`config.mk`:
```
export PLATFORM = sky130hd
export DESIGN_NAME = mas_mod_accumulator
export DESIGN_NICKNAME = d
export VERILOG_FILES = /design/src/rtl/mas_mod_accumulator.sv
export SDC_FILE = /design/constraint.sdc
export NUM_CORES = 1
export LEC_CHECK = 0
export BUFFER_PORTS_ARGS = -buffer_cell sky130_fd_sc_hd__clkbuf_2
export CAP_MARGIN = 10
export CORE_UTILIZATION = 36
export CTS_CLUSTER_SIZE = 12
export DETAILED_ROUTE_END_ITERATION = 12
export GPL_TIMING_DRIVEN = 0
export HOLD_SLACK_MARGIN = 0.05
export SETUP_SLACK_MARGIN = 0.3
export SLEW_MARGIN = 20
export SYNTH_ARGS = -nofsm -noshare
export SYNTH_HDL_FRONTEND = slang
export SYNTH_SLANG_ARGS = --single-unit
```
`constraint.sdc`:
```
create_clock -name clk -period 2.67 [get_ports clk]
set_input_delay 0 -clock clk [delete_from_list [all_inputs] [get_ports clk]]
set_output_delay 0 -clock clk [all_outputs]
set_load 0.02 [all_outputs]
```
`src/rtl/mas_mod_accumulator.sv`:
```
// Accumulates signed add/sub-unit samples and reduces the running sum mod q.
// One correction step per cycle; final residue leaves on a valid/ready port.
module mas_mod_accumulator #(
  parameter int LEN_W = 4
) (
  input  logic             clk,
  input  logic             rst_n,
  input  logic             start,
  input  logic [LEN_W-1:0] len,
  input  logic [4:0]       q,
  input  logic             in_valid,
  input  logic [3:0]       in_data,
  output logic             in_ready,
  output logic             out_valid,
  output logic [3:0]       out_data,
  input  logic             out_ready,
  output logic             busy,
  output logic             err
);

  typedef enum logic [1:0] {
    IDLE,
    ACCUM,
    FIX,
    DONE
  } state_t;

  state_t             state;
  logic [3:0]         acc;
  logic signed [4:0]  q_r;
  logic signed [6:0]  work;
  logic [LEN_W:0]     cnt;

  logic signed [6:0]  q_ext;
  logic signed [6:0]  sum;
  logic               q_bad;
  logic [LEN_W:0]     len_cnt;

  assign q_ext   = {{2{q_r[4]}}, q_r};
  assign sum     = $signed({3'b000, acc})
                 + $signed({{3{in_data[3]}}, in_data});
  assign q_bad   = q[4] | (q == 5'd0);
  assign len_cnt = (len == '0) ? {1'b1, {LEN_W{1'b0}}}
                               : {1'b0, len};
  assign out_data = acc;

  always_ff @(posedge clk or negedge rst_n) begin
    if (!rst_n) begin
      state     <= IDLE;
      acc       <= '0;
      q_r       <= '0;
      work      <= '0;
      cnt       <= '0;
      in_ready  <= 1'b0;
      out_valid <= 1'b0;
      busy      <= 1'b0;
      err       <= 1'b0;
    end else begin
      unique case (state)
        IDLE: begin
          if (start) begin
            if (q_bad) begin
              err <= 1'b1;
            end else begin
              q_r      <= q;
              cnt      <= len_cnt;
              acc      <= '0;
              err      <= 1'b0;
              in_ready <= 1'b1;
              busy     <= 1'b1;
              state    <= ACCUM;
            end
          end
        end
        ACCUM: begin
          if (in_valid) begin
            work     <= sum;
            cnt      <= cnt - 1'b1;
            in_ready <= 1'b0;
            state    <= FIX;
          end
        end
        FIX: begin
          // residue is final only once neither correction applies
          unique case (1'b1)
            (work >= q_ext): work <= work - q_ext;
            (work < q_ext) && work[6]: work <= work + q_ext;
            default: begin
              acc <= work[3:0];
              if (cnt == '0) begin
                out_valid <= 1'b1;
                state     <= DONE;
              end else begin
                in_ready <= 1'b1;
                state    <= ACCUM;
              end
            end
          endcase
        end
        DONE: begin
          if (out_ready) begin
            out_valid <= 1'b0;
            busy      <= 1'b0;
            state     <= IDLE;
          end
        end
        default: state <= IDLE;
      endcase
    end
  end

endmodule

```
* Word level (Yosys, flattened, before mapping)
Cells that the tools add are included.
Storage, ports and cells: output and inout bits 8, memory bits (read-only) 0, bits in latches 0, register bits 27, memory bits (writable) 0, bits of input ports 18, memories kept 0, logic and storage cells 80
Cells by class: muxes and demuxes 31, bitwise operators 2, equal/unequal tests 11, magnitude comparators 2, $mul 0, div/mod/pow operators 0, add/subtract/negate cells 4, reductions and logical operators 21, shift-type cells 0
Operators by type and width (count):
- 7-bit one-hot mux with 2 select lines | 2
- 5-bit 2-to-1 mux | 4
- 4-bit AND reduction | 4
- 2-bit inequality test, second input constant | 7
- 2-bit 2-to-1 mux | 6
- 4-bit 2-to-1 mux | 3
- 5-bit zero test | 2
- 5-bit one-hot mux with 2 select lines | 1
- 2-bit nonzero test | 5
- 1-bit 2-to-1 mux | 9
- 2-bit one-hot mux with 4 select lines | 1
- 4-bit one-hot mux with 2 select lines | 1
- 7-bit by 5-bit adder with 7-bit output | 1
- 7-bit by 5-bit >= comparator with 1-bit output | 1
- 7-bit by 5-bit less-than comparator with 1-bit output | 1
- 7-bit 2-to-1 mux | 1
- 7-bit by 5-bit subtractor with 7-bit output | 1
- 5-bit by 4-bit adder with 6-bit output | 1
- 3-bit AND reduction | 2
- 6-bit AND reduction | 1
- 5-bit AND reduction | 1
- 5-bit by 1-bit subtractor with 5-bit output, second input constant | 1
- 2-bit == test, second input constant | 2
- 4-bit zero test | 1
- 11 further kinds | 12

* Logic depth before layout (Yosys ltp)
word-level depth 5, mapped depth 10, mapped depth without buffers 10

* Least setup slack after synthesis
OpenSTA, ideal clock, no wires.
kind register to register, from register q_r[4], to register work[4], data required time 2.549 ns, path buffers 0, arrival time 1.970 ns, setup time 0.121 ns, stages on the path, launching flop included 9, setup slack 0.579 ns, period minus slack after synthesis 2.091 ns, path through dfrtp_1 > inv_1 > ha_1 > a21oi_1 > o22ai_1 > nor4_4 > nand2b_4 > nand2_4 > o22a_1
Between the ends: word-level cells in the longest chain between the ends 4, elaborated cells on any way between the ends 9, those cells by class add/sub (2); order compare (2); eq/ne (1); mux (2); reduce/logical (2)
RTL lines:
- start, declared | line 30 | logic signed [4:0] q_r;
- start signal, assigned | line 65 | q_r <= q;
- 7-bit by 5-bit less-than comparator with 1-bit output | line 87 | (work < q_ext) && work[6]: work <= work + q_ext;
- 1-bit logical AND | line 87
- 7-bit one-hot mux with 2 select lines or 3-bit inequality test (tied branches)
- 7-bit one-hot mux with 2 select lines or 3-bit AND reduction (tied branches)
- end signal, assigned | line 77 | work <= sum;
- end signal, assigned | line 86 | (work >= q_ext): work <= work - q_ext;
- end signal, assigned | line 87
- end, declared | line 31 | logic signed [6:0] work;
Parallel ways exist; a longest one is shown, timed or not. A chain may end at the register's enable or synchronous reset.

* Worst setup path in the final report
from register q_r[4], to register work[5]
Same word-level chain as after synthesis.

==> results_dict.tcl <==
set metrics [dict create \
    status "completed" \
    cts-root-buf "clkbuf_8" \
    relSlewSlack_pct 53.1 \
    setup_violations 0 \
    synth-edff-count 0 \
    maxCapViolCount 0 \
    syn_avg_cell_area_um2 8.82 \
    synth_fp_nets 275 \
    core_area_mm2 0.00551 \
    synth_warnings 0 \
    fin_nets 321 \
    cts_sinks 27 \
    gp_congestion 0.800 \
    portBuffers 25 \
    antenna_left 0 \
    critPathCaptureType "flop" \
    grt-ovfl-total 0 \
    vias 1786 \
    antenna_found_initial 0 \
    place_hpwl_um 3520 \
    grt_pass1_vias 1795 \
    finalWirelength_um 4600 \
    min_from "start" \
    cellPowerDensity_mw_per_mm2 1210 \
    rsz0062_at_grt "yes" \
    start_util_pct 37.5 \
    min_path_type "in -> reg" \
    worstReg2RegEnd "work[5]" \
    timing.hold.ws_ns 0.140 \
    peakVddDrop_uv 441 \
    worst_setup_path_start_kind "flop" \
    cp.arrival_ns 2.44 \
    synthTopCellsByCount "27 x dfrtp_1, 23 x a21oi_1, 23 x inv_1, 20 x ha_1, 18 x o21ai_0" \
    timing.final.ws_setup_ns 0.399 \
    die_w_um 77.7 \
    async_flop_share_pct 100 \
    path_clk_slew_ns 0.10 \
    hold_viol_final 0 \
    drc 0 \
    die-area_mm2 0.00604 \
    timing.rr.start "q_r[4]" \
    drive_gt1_share_pct 20.1 \
    fmax_ghz 0.440 \
    finalCritPeriodShare_pct 85.1 \
    track_usage_pct 16.4 \
    cp_max_fo 6 \
    synth.area.top_cells "dfrtp_1 33%, ha_1 12%, a21oi_1 5.6%" \
    drt_iter0_drc 59 \
    finalSetupTns_ns 0 \
    fin_skew_ns 0.00363 \
    routedWlPerCell_um 13.1 \
    area_growth_pct 21.2 \
    dr.pass1.iters 4 \
    final.min_clock_period_ns 2.27 \
    worstMarginPinSlew_ns 0.703 \
    yosys_register_bits 27 \
    critical_path_class "reg -> reg" \
    num_rows 27 \
    power_leakage_nw 1.13 \
    synth_top_area_cell "dfrtp_1" \
    num_io_pins 26 \
    diodes 0 \
    ff2ff_setup_slack_ns 0.40 \
    cts-buffers-inserted 3 \
    grt_pass1_wl_um 8000 \
    clock_path_buffers 2 \
    synth_top_area_share_pct 32.7 \
    cts_tree "done" \
    synth_ff_type "dfrtp_1" \
    worstSetupEndpoint "work[5]" \
    htree_levels 1 \
    die_h_um 77.7 \
    vias_per_cell 5.09 \
    syn_area_mm2 0.00206 \
    ys_types 49 \
    ys_seq_area_share_pct 32.7 \
    num-fill-cells 546 \
    fin_total_pwr_mw 3.03 \
    worstSetupStartpoint "q_r[4]" \
    post-place-ws_ns 0.155 \
    required_ns 2.83 \
    clk_latency_ns 0.28 \
    reg2reg_depth 10 \
    slew_violations 0 \
    yosysMostFrequentCell "dfrtp_1" \
    grt_start_max_net_pins 28 \
    syn-instance-count 234 \
]
## sequential cells by signal, indices dropped and copies added, names as in the netlist
name / flops
busy: 1
cnt: 5
err: 1
in_ready: 1
out_data: 4
out_valid: 1
q_r: 5
state: 2
work: 7
## what timing repair did
item / in CTS / in global routing
setup endpoints to repair: 9 / 11
setup buffers: 0 / 5
hold buffers: 11 / 0
pin swaps: 0 / 3
endpoints found under the hold margin: 37 / 0
gates resized for setup: 3 / 3
## per-stage QoR
stage               utilization, %  instance area [um^2]  std cells
floorplan                        -                  2060        234
global placement              41.4                  2280        331
global route                  45.4                  2500        351
CTS                           44.4                  2450        346
detailed placement            41.4                  2280        331
finish                        45.4                  2500        351
## worst min path at each step
stage / end / slack, ns / cells past startpoint
after floorplan: busy / -0.30 / 0
after detailed placement: out_data[0] / 0.09 / 1
after CTS: err / 0.13 / 3
after global routing: err / 0.15 / 3
after global placement: work[0] / 0.08 / 1
final: err / 0.14 / 3
## final cells by class
| class | instances | area, um^2 | share of cell area (%) |
|---|---|---|---|
| Tap cell | 72 | 90.1 | 3.60 |
| Clock inverter | 1 | 8.76 | 0.350 |
| Buffer | 6 | 26.3 | 1.05 |
| Timing Repair Buffer | 41 | 273 | 10.9 |
| Sequential cell | 27 | 677 | 27.1 |
| Inverter | 23 | 86.3 | 3.45 |
| Multi-Input combinational cell | 178 | 1300 | 51.9 |
| Clock buffer | 3 | 41.3 | 1.65 |
## cell families (layout without fill, tap and decap cells)
logic type | after synthesis | in the layout | synth area share (%)
AO/OA/AOI/OAI | 70 | 70 | 21.0
XOR/XNOR | 7 | 7 | 2.97
adder cells (fa/ha/maj) | 23 | 23 | 15.0
buffers and inverters | 29 | 74 | 5.46
flip-flops | 27 | 27 | 32.7
multiplexers | 7 | 7 | 3.64
AND/OR/NAND/NOR | 71 | 71 | 19.2
## power by group
| group | internal [mW] | switching (mW) | total, mW |
|---|---|---|---|
| sequential | 0.599 | 0.184 | 0.783 |
| combinational | 0.855 | 1.14 | 2.00 |
| clock | 0.110 | 0.145 | 0.255 |
## layout by cell type (no fill, tap or decap), drive strengths merged, types with 2 or more instances in the layout
| master | count |
|---|---|
| a21o | 5 |
| a21oi | 25 |
| a31oi | 3 |
| buf | 9 |
| clkbuf | 30 |
| dfrtp | 27 |
| dlygate4sd3 | 11 |
| fa | 3 |
| ha | 20 |
| inv | 24 |
| mux2 | 4 |
| mux2i | 3 |
| nand2 | 16 |
| nand2b | 3 |
| nand3 | 12 |
| nand3b | 2 |
| nand4 | 2 |
| nor2 | 18 |
| nor2b | 2 |
| nor3 | 6 |
| nor3b | 2 |
| nor4 | 2 |
| o211ai | 2 |
| o21a | 2 |
| o21ai | 20 |
| o21bai | 3 |
| o22ai | 3 |
| or3 | 2 |
| xnor2 | 6 |
## worst max-delay path, stage by stage, from the launching register on
cell and delay (ns):
dfrtp_1 0.41, inv_1 0.10, ha_1 0.41, nand4_1 0.23, a21oi_4 0.26, nor2_4 0.06
buf_4 0.15, buf_4 0.12, a21oi_1 0.16, xnor2_1 0.15, o211ai_1 0.10
## layer usage
metal | routed length (um) | GRT usage (%) | vias up
li1 | - | - | 915
met1 | 2280 | 22.2 | 836
met2 | 2170 | 27.6 | 31
met3 | 113 | 2.82 | 4
met4 | 36 | 2.83 | 0
met5 | 0 | 0 | -
No activity file was read; power rests on OpenSTA's default activity.
